==> src/rtl/adventure_move_ctrl.sv <==
// Move sequencer between the board buttons and the room FSM: edge-detected
// single-step pulses, post-move lockout, sword tracking, end-of-game hold and restart.
module adventure_move_ctrl #(
    parameter int LOCKOUT     = 2,
    parameter int HOLD_CYCLES = 4,
    parameter int MOVE_W      = 8
) (
    input  logic              clk,
    input  logic              reset,
    input  logic              btn_n,
    input  logic              btn_s,
    input  logic              btn_e,
    input  logic              btn_w,
    input  logic [6:0]        room_code,
    input  logic              win_in,
    input  logic              dead_in,
    output logic              step_n,
    output logic              step_s,
    output logic              step_e,
    output logic              step_w,
    output logic              vorpal,
    output logic              room_reset,
    output logic [MOVE_W-1:0] moves,
    output logic [2:0]        phase,
    output logic              err
);

    typedef enum logic [2:0] {
        PLAY    = 3'd0,
        ISSUE   = 3'd1,
        LOCK    = 3'd2,
        OVER    = 3'd3,
        RESTART = 3'd4
    } phase_t;

    localparam int CNT_MAX = (LOCKOUT > HOLD_CYCLES) ? LOCKOUT : HOLD_CYCLES;
    localparam int CNT_W   = (CNT_MAX > 1) ? $clog2(CNT_MAX) : 1;

    phase_t            state, stateNext;
    logic [3:0]        prev;
    logic [3:0]        dir, dirNext;
    logic [CNT_W-1:0]  cnt, cntNext;
    logic [MOVE_W-1:0] movesR, movesNext;
    logic              vorpalR, vorpalNext;
    logic              errR, errNext;

    logic [3:0] btn;
    logic [3:0] rise;
    logic       multiRise;

    // Bit order throughout: [3]=north, [2]=south, [1]=east, [0]=west.
    assign btn       = {btn_n, btn_s, btn_e, btn_w};
    assign rise      = btn & ~prev;
    assign multiRise = (rise & (rise - 4'd1)) != 4'd0;

    always_comb begin
        stateNext  = state;
        dirNext    = dir;
        cntNext    = cnt;
        movesNext  = movesR;
        vorpalNext = vorpalR;
        errNext    = 1'b0;
        case (state)
            PLAY, ISSUE, LOCK: begin
                if (room_code == 7'b0001000) vorpalNext = 1'b1;
                if (win_in || dead_in) begin
                    stateNext = OVER;
                    cntNext   = CNT_W'(HOLD_CYCLES - 1);
                end else if (state == PLAY) begin
                    if (multiRise) begin
                        errNext = 1'b1;
                    end else if (rise != 4'd0) begin
                        dirNext   = rise;
                        stateNext = ISSUE;
                    end
                end else if (state == ISSUE) begin
                    if (movesR != '1) movesNext = movesR + MOVE_W'(1);
                    stateNext = LOCK;
                    cntNext   = CNT_W'(LOCKOUT - 1);
                end else begin
                    if (cnt == '0) stateNext = PLAY;
                    else           cntNext   = cnt - CNT_W'(1);
                end
            end
            OVER: begin
                if (cnt == '0) stateNext = RESTART;
                else           cntNext   = cnt - CNT_W'(1);
            end
            default: begin
                // RESTART and any illegal encoding share the same clears.
                movesNext  = '0;
                vorpalNext = 1'b0;
                cntNext    = '0;
                stateNext  = PLAY;
            end
        endcase
    end

    always_ff @(posedge clk) begin
        if (reset) begin
            state   <= PLAY;
            prev    <= 4'b1111;
            dir     <= '0;
            cnt     <= '0;
            movesR  <= '0;
            vorpalR <= 1'b0;
            errR    <= 1'b0;
        end else begin
            state   <= stateNext;
            prev    <= btn;
            dir     <= dirNext;
            cnt     <= cntNext;
            movesR  <= movesNext;
            vorpalR <= vorpalNext;
            errR    <= errNext;
        end
    end

    assign {step_n, step_s, step_e, step_w} = (state == ISSUE) ? dir : 4'd0;
    assign vorpal     = vorpalR;
    assign room_reset = reset || (state == RESTART);
    assign moves      = movesR;
    assign phase      = state;
    assign err        = errR;

endmodule
==> config.mk <==
export PLATFORM = sky130hd
export DESIGN_NAME = adventure_move_ctrl
export DESIGN_NICKNAME = d
export VERILOG_FILES = /design/src/rtl/adventure_move_ctrl.sv
export SDC_FILE = /design/constraint.sdc
export NUM_CORES = 1
export LEC_CHECK = 0
export ABC_AREA = 1
export CAP_MARGIN = 10
export CORE_MARGIN = 5
export CORE_UTILIZATION = 47
export DETAILED_ROUTE_END_ITERATION = 8
export PLACE_DENSITY = 0.79
export SYNTH_ARGS = -nofsm -noshare
export SYNTH_HDL_FRONTEND = slang
export SYNTH_SLANG_ARGS = --single-unit
==> constraint.sdc <==
create_clock -name clk -period 1.6 [get_ports clk]
set_input_delay 0.24 -clock clk [delete_from_list [all_inputs] [get_ports clk]]
set_output_delay 0.24 -clock clk [all_outputs]
set_load 0.05 [all_outputs]
-- Word-level counts from Yosys, hierarchy flattened
Index checks and enable logic that the tools add are counted.
- bits in registers: 23
- logic and storage cells: 68
- add/sub/neg operators: 3
- equality and inequality tests: 16
- multiplexer cells: 22
- bitwise gates (word level): 8
- reduce and logical (&&, ||, !) cells: 12
- operators by type and width (operator ; number):
    $mux W8 ; 4
    $mux W3 ; 7
    $pmux W8 S2 ; 1
    $ne A2 B2 Y1 const B ; 6
    $reduce_and A5 Y1 ; 2
    $add A8 B1 Y8 const B ; 1
    $and A4 B4 Y4 ; 2
    $mux W2 ; 4
    $ne A4 B4 Y1 const B ; 2
    $ne A8 B8 Y1 const B ; 1
    $reduce_bool A4 Y1 ; 2
    $eq A7 B4 Y1 const B ; 1
    $eq A3 B2 Y1 const B ; 2
    $pmux W3 S2 ; 1
    $ne A5 B5 Y1 const B ; 1
    $not A1 Y1 ; 5
    $mux W4 ; 1
    $not A4 Y4 ; 1
    $pmux W2 S2 ; 1
    $reduce_and A4 Y1 ; 1
    $reduce_or A4 Y1 ; 1
    $sub A4 B1 Y4 const B ; 1
    $eq A3 B1 Y1 const B ; 1
    $eq A3 B3 Y1 const B ; 1
    other kinds (9) ; 11

-- Longest topological paths before layout
Gate-level depths: netlist of run 1.
- depth in word-level cells: 9
- depth in mapped cells: 10
- mapped depth without buffers: 10

-- Worst setup path before layout of run 1
OpenSTA, ideal clock, no wires.
- path kind: register to output
- start point: reg state[2], in the netlist phase[2]
- end point: out room_reset
- data arrival time: 2.028 ns
- required time: 1.360 ns
- path slack: -0.668 ns
- cell stages (with the launch flop): 3
- buffers on the path: 0
- cells stage by stage: dfxtp_1 inv_4 o31ai_1
- longest elaborated chain between the ends: 2
- RTL lines (item ; line ; RTL):
    from (decl) ; 39 ; phase_t state, stateNext;
    from (signal assigned) ; 109 ; state <= stateNext;
    $eq A3 B3 Y1 ; 121 ; assign room_reset = reset || (state == RESTART);
    $logic_or A1 B1 Y1 ; 121 ;
    to (decl) ; 22 ; output logic room_reset,
No other way between the ends.

-- Worst setup path after layout of run 1
- start point: reg state[1], in the netlist phase[1]
- end point: out room_reset
The elaborated chain is that of the path after synthesis.

==> implementation parameters, run 1 <==
Parameter                              Value

Run
  Max-cap violation count ... 0

STA
  Number of hold-slack violations in the final timing report ... 0
  Post-layout min period ... 1.52 ns
  Slew at the pin with the worst max-slew slack ... 0.319 ns
  Post-route clock period utilization ... roughly 95%
  Worst slack on hold paths ... 0.478 ns
  Final Setup Violations ... 0
  Tightest slew margin relative to the limit ... 78.5%
  Highest attainable clock frequency ... between 600 and 700 MHz
  RSZ-0062 raised after global routing ... false
  Number of pins exceeding their max-slew limit in the final report ... 0
  Final Skew ... about 0.0045 ns

Floorplan
  Total core area ... about 0.0025 sq mm
  Site Rows ... 18
  Die Y-Extent ... around 60 microns
  Full die area ... 0.00364 sq mm
  I/O Pins ... 33
  Initial Util ... between 40% and 50%
  Width of the die ... 60.3 microns

Worst setup path
  Crit Path Class ... flop to primary output
  Critical Path Sink Type ... primary output
  Element type at the critical path start ... flop
  Maximum fanout along the worst path ... 3
  Required time of the critical path ... 1.36 ns
  Worst endpoint data arrival time ... 1.28 ns

Clock tree
  CTS sink cnt ... 23
  Clock buffer count from CTS ... 3
  CTS clk-pin slew, worst paths ... 0.12 ns
  CTS tree ... yes
  Root Driver ... sky130_fd_sc_hd__clkbuf_4
  Maximum buffer depth of the clock tree ... 2
  Clock latency on the worst-skew pair ... roughly 0.32 ns
  Total of hold buffers inserted after clock tree synthesis ... 0
  Number of H-tree branching levels ... 1

Routing
  Remaining antenna violation count after routing ... 0
  Drt first pass iters ... 4
  Final Routed Wirelength ... 3300 microns
  Via total after detailed routing ... 1297
  Post-DR wirelength/cell ... between 10 and 15 microns
  DR DRC count ... 0
  Drt first-iter violations ... 28
  Post-DR vias/cell ... a little over 5

Yosys
  Post-synth top area share ... 38.7%
  Number of standard cells after synthesis ... 179
  Syn nets ... 195
  Number of library cell types mapped by synthesis ... 27
  Area contributors post-synth ... sky130_fd_sc_hd__dfxtp_1, sky130_fd_sc_hd__nand2_1, sky130_fd_sc_hd__nor2_1, sky130_fd_sc_hd__inv_1, sky130_fd_sc_hd__a21oi_1
  Top cells by count, synth ... sky130_fd_sc_hd__nand2_1, sky130_fd_sc_hd__nor2_1, sky130_fd_sc_hd__dfxtp_1
  Sequential fraction of the synthesis area ... 38.7%
  Most used flip-flop cell after synthesis ... sky130_fd_sc_hd__dfxtp_1
  Post-Syn Area ... around 0.0012 sq mm
  EDFF count, synth ... 0
  Number of warning messages in the yosys log ... 0
  Syn avg cell area ... 6.65 sq um
  Share of synthesized flip-flops with an asynchronous set or reset ... 0%
  #FFs+latches synth ... 23
  Library cell with the highest instance count after synthesis ... sky130_fd_sc_hd__nand2_1
  Largest area contributor in the synthesized netlist ... sky130_fd_sc_hd__dfxtp_1

Cells and area
  Post-layout utilization of the core ... 73.2%
  Fillers ... 190
  Area grow syn2layout ... 50.8%
  Total inserted antenna cells ... 0
  Final instance area ... roughly 0.0018 sq mm
  Fraction of layout instances using a drive strength above 1 ... between 20% and 30%
  Number of nets at the end of the flow ... 245
  Non-Filler Instances ... 258

Global routing
  Pin count of the biggest net entering global routing ... 14
  Residual overflow from global routing ... 0
  Busiest grt layer ... met2
  Number of global-route vias before repair ... roughly 1200
  Met2 track demand over resource in global routing ... 34.7%
  Met3 usage in global routing ... 3.83%
  Wire length of the first global-routing pass ... between 5000 and 6000 microns
  Antenna violations before repair ... 0
  Global Route Usage Sum ... a little under 20%
  Met1 Resource Use GR ... 22.9%

Placement
  Number of instances in the placed design ... 250
  Area after DPL ... between 0.0015 and 0.002 sq mm
  Number of port buffers ... 32
  RD Place Congestion ... 0.815
  DPL Wire Length ... approximately 2500 microns

Pwr
  Int Pwr ... about 980 uW
  Switching share of power ... ~40%
  Sw power ... 654 uW
  Leak pwr ... 0.000810 uW
  Portion of total power attributed to combinational logic ... 40.1%
  Part of the total power dissipated in the clock network ... 16.9%
  Total power density per cell area ... between 900 and 1000 mW/mm^2
  Power Total ... 1630 uW
  Sequential power share ... 43.0%
  Worst VDD drop ... 0.000748 V

Worst hold path
  Type of the worst min-delay path ... flop to flop

Outcome
  Run status ... finished clean
path summary, 6_finish.rpt:
path / startpoint / endpoint / slack, ns / depth (start not counted)
min: vorpal$_SDFFE_PP0P_ / vorpal$_SDFFE_PP0P_ / 0.48 / 2
max: phase[1]$_SDFFE_PP0P_ / room_reset / 0.08 / 3
max reg2reg: moves[0]$_SDFFE_PP0P_ / moves[4]$_SDFFE_PP0P_ / 0.18 / 8
min reg2reg: vorpal$_SDFFE_PP0P_ / vorpal$_SDFFE_PP0P_ / 0.48 / 2
state kept, by name, summed over array words and instances, names as in the netlist:
signal and flops:
cnt 2, phase 3, dir 4, err 1
moves 8, prev 4, vorpal 1
power by group through the flow:
stage,logic [uW],registers [uW],clock network (uW)
after floorplan,320,772,0
after global placement,578,700,0
after detailed placement,593,704,0
after CTS,620,691,282
after global routing,710,711,310
final,655,703,276
per-layer routing:
layer  routed length, microns  vias to the layer above  share of wire, %
met5                        0                        -                 0
met1                     1400                      601                42
met3                      120                        4               3.6
met2                     1720                       29                52
met4                       54                        0               1.6
li1                         -                      663                 -
final cells by class:
class / instances / area [sq um] / share of cell area [%]
Multi-Input combinational cell: 129 / 702 / 39.1
Sequential cell: 23 / 474 / 26.4
Timing Repair Buffer: 45 / 448 / 24.9
Inverter: 27 / 109 / 6.06
Tap cell: 30 / 37.5 / 2.09
Clock buffer: 4 / 26.3 / 1.46
cells in the final DEF (no fill, tap or decap), types with 4 or more instances in the layout:
| master | instances |
|---|---|
| sky130_fd_sc_hd__a21oi_1 | 11 |
| sky130_fd_sc_hd__dfxtp_1 | 18 |
| sky130_fd_sc_hd__nand4_1 | 4 |
| sky130_fd_sc_hd__inv_1 | 19 |
| sky130_fd_sc_hd__nor2_4 | 7 |
| sky130_fd_sc_hd__clkdlybuf4s50_1 | 14 |
| sky130_fd_sc_hd__or2_2 | 4 |
| sky130_fd_sc_hd__buf_12 | 6 |
| sky130_fd_sc_hd__nand2_1 | 43 |
| sky130_fd_sc_hd__o21ai_1 | 4 |
| sky130_fd_sc_hd__buf_4 | 25 |
| sky130_fd_sc_hd__inv_2 | 4 |
| sky130_fd_sc_hd__nor2_1 | 26 |
| sky130_fd_sc_hd__nand3_1 | 10 |
cells by family after synthesis:
group,count (synthesis),share of synthesized area [%]
adders and majority gates,1,1.05
and+or+nand+nor,106,41.7
DFF,23,38.7
xor gates and xnor gates,1,0.735
buffers and inverters,28,9.03
AOI/OAI and AO/OA,20,8.82
timing repair:
| action | CTS | global route |
|---|---|---|
| cloned | 0 | 1 |
| endpoints found under the setup margin | 4 | 13 |
| pin swaps | 2 | 3 |
| gates resized for setup | 5 | 10 |
| buffers inserted | 1 | 2 |
metrics by stage:
stage | worst slack, ns | TNS [ns]
after floorplan | 0.00529 | 0
after detailed placement | -0.108 | -0.398
after CTS | 0.0117 | 0
after global placement | -0.0354 | -0.126
after global routing | 0.0127 | 0
final | 0.0797 | 0
critical path, cell delays in order, from the launching register on:
cell,delay [ns]
sky130_fd_sc_hd__dfxtp_4,0.38
sky130_fd_sc_hd__buf_4,0.15
sky130_fd_sc_hd__o31ai_4,0.27
sky130_fd_sc_hd__buf_12,0.17
Note: power is estimated with default switching activity, not from simulation.
==> inputs of run 2 (changes only) <==
--- a/config.mk
+++ b/config.mk
@@ -7,7 +7,6 @@
 export LEC_CHECK = 0
 export ABC_AREA = 1
 export CAP_MARGIN = 10
-export CORE_MARGIN = 5
 export CORE_UTILIZATION = 47
 export DETAILED_ROUTE_END_ITERATION = 8
 export PLACE_DENSITY = 0.79
==> run 2 against run 1 <==
Design area decreased by 3.1%. Worst hold slack gained 0.0024 ns. Power decreased by 3.3%. Sequential power hardly changed. Critical path type unchanged. Largest power group unchanged. Highest routed layer unchanged.
==> implementation parameters, run 2 (synthesis gave the netlist of run 1 again) <==
Parameter                              Value

Routing
  Via total after detailed routing ... 1266
  Post-DR wirelength/cell ... approximately 11 microns
  Drt first pass iters ... 4
  Final Routed Wirelength ... 2810 microns
  DR DRC count ... 0
  Post-DR vias/cell ... 5.04
  Remaining antenna violation count after routing ... 0
  Drt first-iter violations ... 22

Worst setup path
  Worst reg-to-reg path cell count ... 8
  Critical-path cell with the highest stage delay ... sky130_fd_sc_hd__dfxtp_4
  Worst endpoint data arrival time ... between 1 and 1.5 ns
  Reg2Reg Setup Slack ... 0.12 ns
  Maximum fanout along the worst path ... 4
  CP peak stage delay ... 0.38 ns
  Crit-path most repeated cell ... sky130_fd_sc_hd__nor2_4
  R2R Path Start ... moves[0]$_SDFFE_PP0P_
  Endpoint of the lowest-slack register-to-register path ... moves[0]$_SDFFE_PP0P_
  Element type at the critical path start ... flop
  List of cells traversed by the critical path ... inv_2, nand2_2, nor2_4, inv_4, nor2_4, buf_12
  Required time of the critical path ... about 1.4 ns
  Crit Path Class ... flop to primary output
  Critical Path Sink Type ... primary output

Floorplan
  Site Rows ... 17
  I/O Pins ... 33
  Die Y-Extent ... 52.3 microns
  Full die area ... 0.00274 sq mm
  Width of the die ... 52.3 microns
  Initial Util ... 51.9%
  Total core area ... between 0.002 and 0.0025 sq mm

Global routing
  Residual overflow from global routing ... 0
  Global Route Usage Sum ... 23.0%
  Antenna violations before repair ... 0
  Number of global-route vias before repair ... 1160
  Pin count of the biggest net entering global routing ... 14
  Wire length of the first global-routing pass ... 4720 microns

Worst hold path
  Hold Path Stages ... 2
  Worst Hold Launch ... vorpal$_SDFFE_PP0P_
  Type of the worst min-delay path ... flop to flop
  Worst Hold Path EP ... vorpal$_SDFFE_PP0P_

Placement
  Number of port buffers ... 32
  DPL Wire Length ... 2190 microns
  RD Place Congestion ... 0.826
  Post-Place Setup Slack ... -0.113 ns
  Number of instances in the placed design ... 247

Pwr
  Power Total ... approximately 1600 uW
  Leak pwr ... just under 0.0008 uW
  Total power density per cell area ... 907 mW/mm^2
  Worst VDD drop ... 0.000577 V

Cells and area
  Fraction of layout instances using a drive strength above 1 ... 27.4%
  Number of nets at the end of the flow ... 240
  Total inserted antenna cells ... 0
  Multi-input combinational cell area ... 677 sq um
  Most used cells in the layout excluding fill and tap cells ... sky130_fd_sc_hd__nand2_1, sky130_fd_sc_hd__nor2_1, sky130_fd_sc_hd__buf_4, sky130_fd_sc_hd__inv_1, sky130_fd_sc_hd__dfxtp_1
  Sequential standard cell area ... 474 sq um
  Most common library cell in the layout ignoring fill and taps ... sky130_fd_sc_hd__nand2_1
  Area grow syn2layout ... 46.2%
  Non-Filler Instances ... 251
  Fillers ... 175
  Max reg flops ... 8

STA
  Worst slack on hold paths ... 0.481 ns
  Slew at the pin with the worst max-slew slack ... approximately 0.32 ns
  Number of hold-slack violations in the final timing report ... 0
  Final Skew ... between 0.001 and 0.0015 ns
  Highest attainable clock frequency ... approximately 650 MHz
  Number of pins exceeding their max-slew limit in the final report ... 0
  Crit path setup slack, layout ... 0.0552 ns
  Post-route clock period utilization ... 96.5%
  Final Setup Violations ... 0
  Aggregate negative setup slack ... 0 ns
  Post-layout min period ... 1.54 ns
  Tightest slew margin relative to the limit ... 78.7%

Outcome
  Run status ... finished clean

Clock tree
  CTS clk-pin slew, worst paths ... 0.13 ns
  Maximum buffer depth of the clock tree ... 2
  CTS tree ... yes
  Clock buffer count from CTS ... 3
  Setup fix buffers added after clock tree synthesis ... 0
  Root Driver ... sky130_fd_sc_hd__clkbuf_4
  Clock latency on the worst-skew pair ... 0.31 ns
  Total of hold buffers inserted after clock tree synthesis ... 0
  Number of H-tree branching levels ... 1
  CTS sink cnt ... 23

Run
  Max-cap violation count ... 0
run 2: worst max-delay path by stage:
stage               cells after the start                   from                    end
global route                            8  moves[0]$_SDFFE_PP0P_  moves[0]$_SDFFE_PP0P_
CTS                                     6  phase[1]$_SDFFE_PP0P_                 step_e
finish                                  6  phase[1]$_SDFFE_PP0P_                 step_e
detailed placement                      9                dead_in    dir[2]$_SDFFE_PP0P_
floorplan                               7  moves[2]$_SDFFE_PP0P_  moves[0]$_SDFFE_PP0P_
global placement                        9                dead_in    dir[1]$_SDFFE_PP0P_
run 2: area by class of cell:
| class | instances | area share (%) |
|---|---|---|
| well taps | 28 | 2.01 |
| flip-flops and latches | 23 | 27.2 |
| clock inverters | 1 | 0.287 |
| repair buffers | 41 | 24.0 |
| inverters | 27 | 6.32 |
| multi-input cells | 128 | 38.9 |
| clock buffers | 3 | 1.29 |
run 2: power breakdown:
group	switching (uW)	internal [uW]	leakage (uW)
clock	177	93.3	0.0000177
sequential	67.4	634	0.000191
combinational	383	225	0.000562
run 2: per-stage QoR:
| step | area, sq um | utilization (%) |
|---|---|---|
| 2_1_floorplan | 1240 | - |
| 3_3_place_gp | 1690 | 73.5 |
| 3_5_place_dp | 1690 | 73.5 |
| 4_1_cts | 1720 | 75.0 |
| 5_1_grt | 1740 | 75.8 |
| 6_report | 1740 | 75.8 |
run 2: critical path, delay by kind of cell, from the launching register on:
family                 cells  cell delay [ns]
buffers and inverters      3             0.30
flip-flops                 1             0.38
AND/OR/NAND/NOR            3             0.31
run 2: repair_timing:
action | in CTS | in global routing
gates resized for setup | 4 | 6
pin swaps | 0 | 1
setup endpoints to repair | 5 | 11
run 2: metal layers:
layer | share of wire, % | GRT usage (%)
met5 | 0 | 0
met4 | 1.2 | 7.02
met3 | 4.5 | 3.77
met2 | 49 | 40.7
met1 | 45 | 28.1
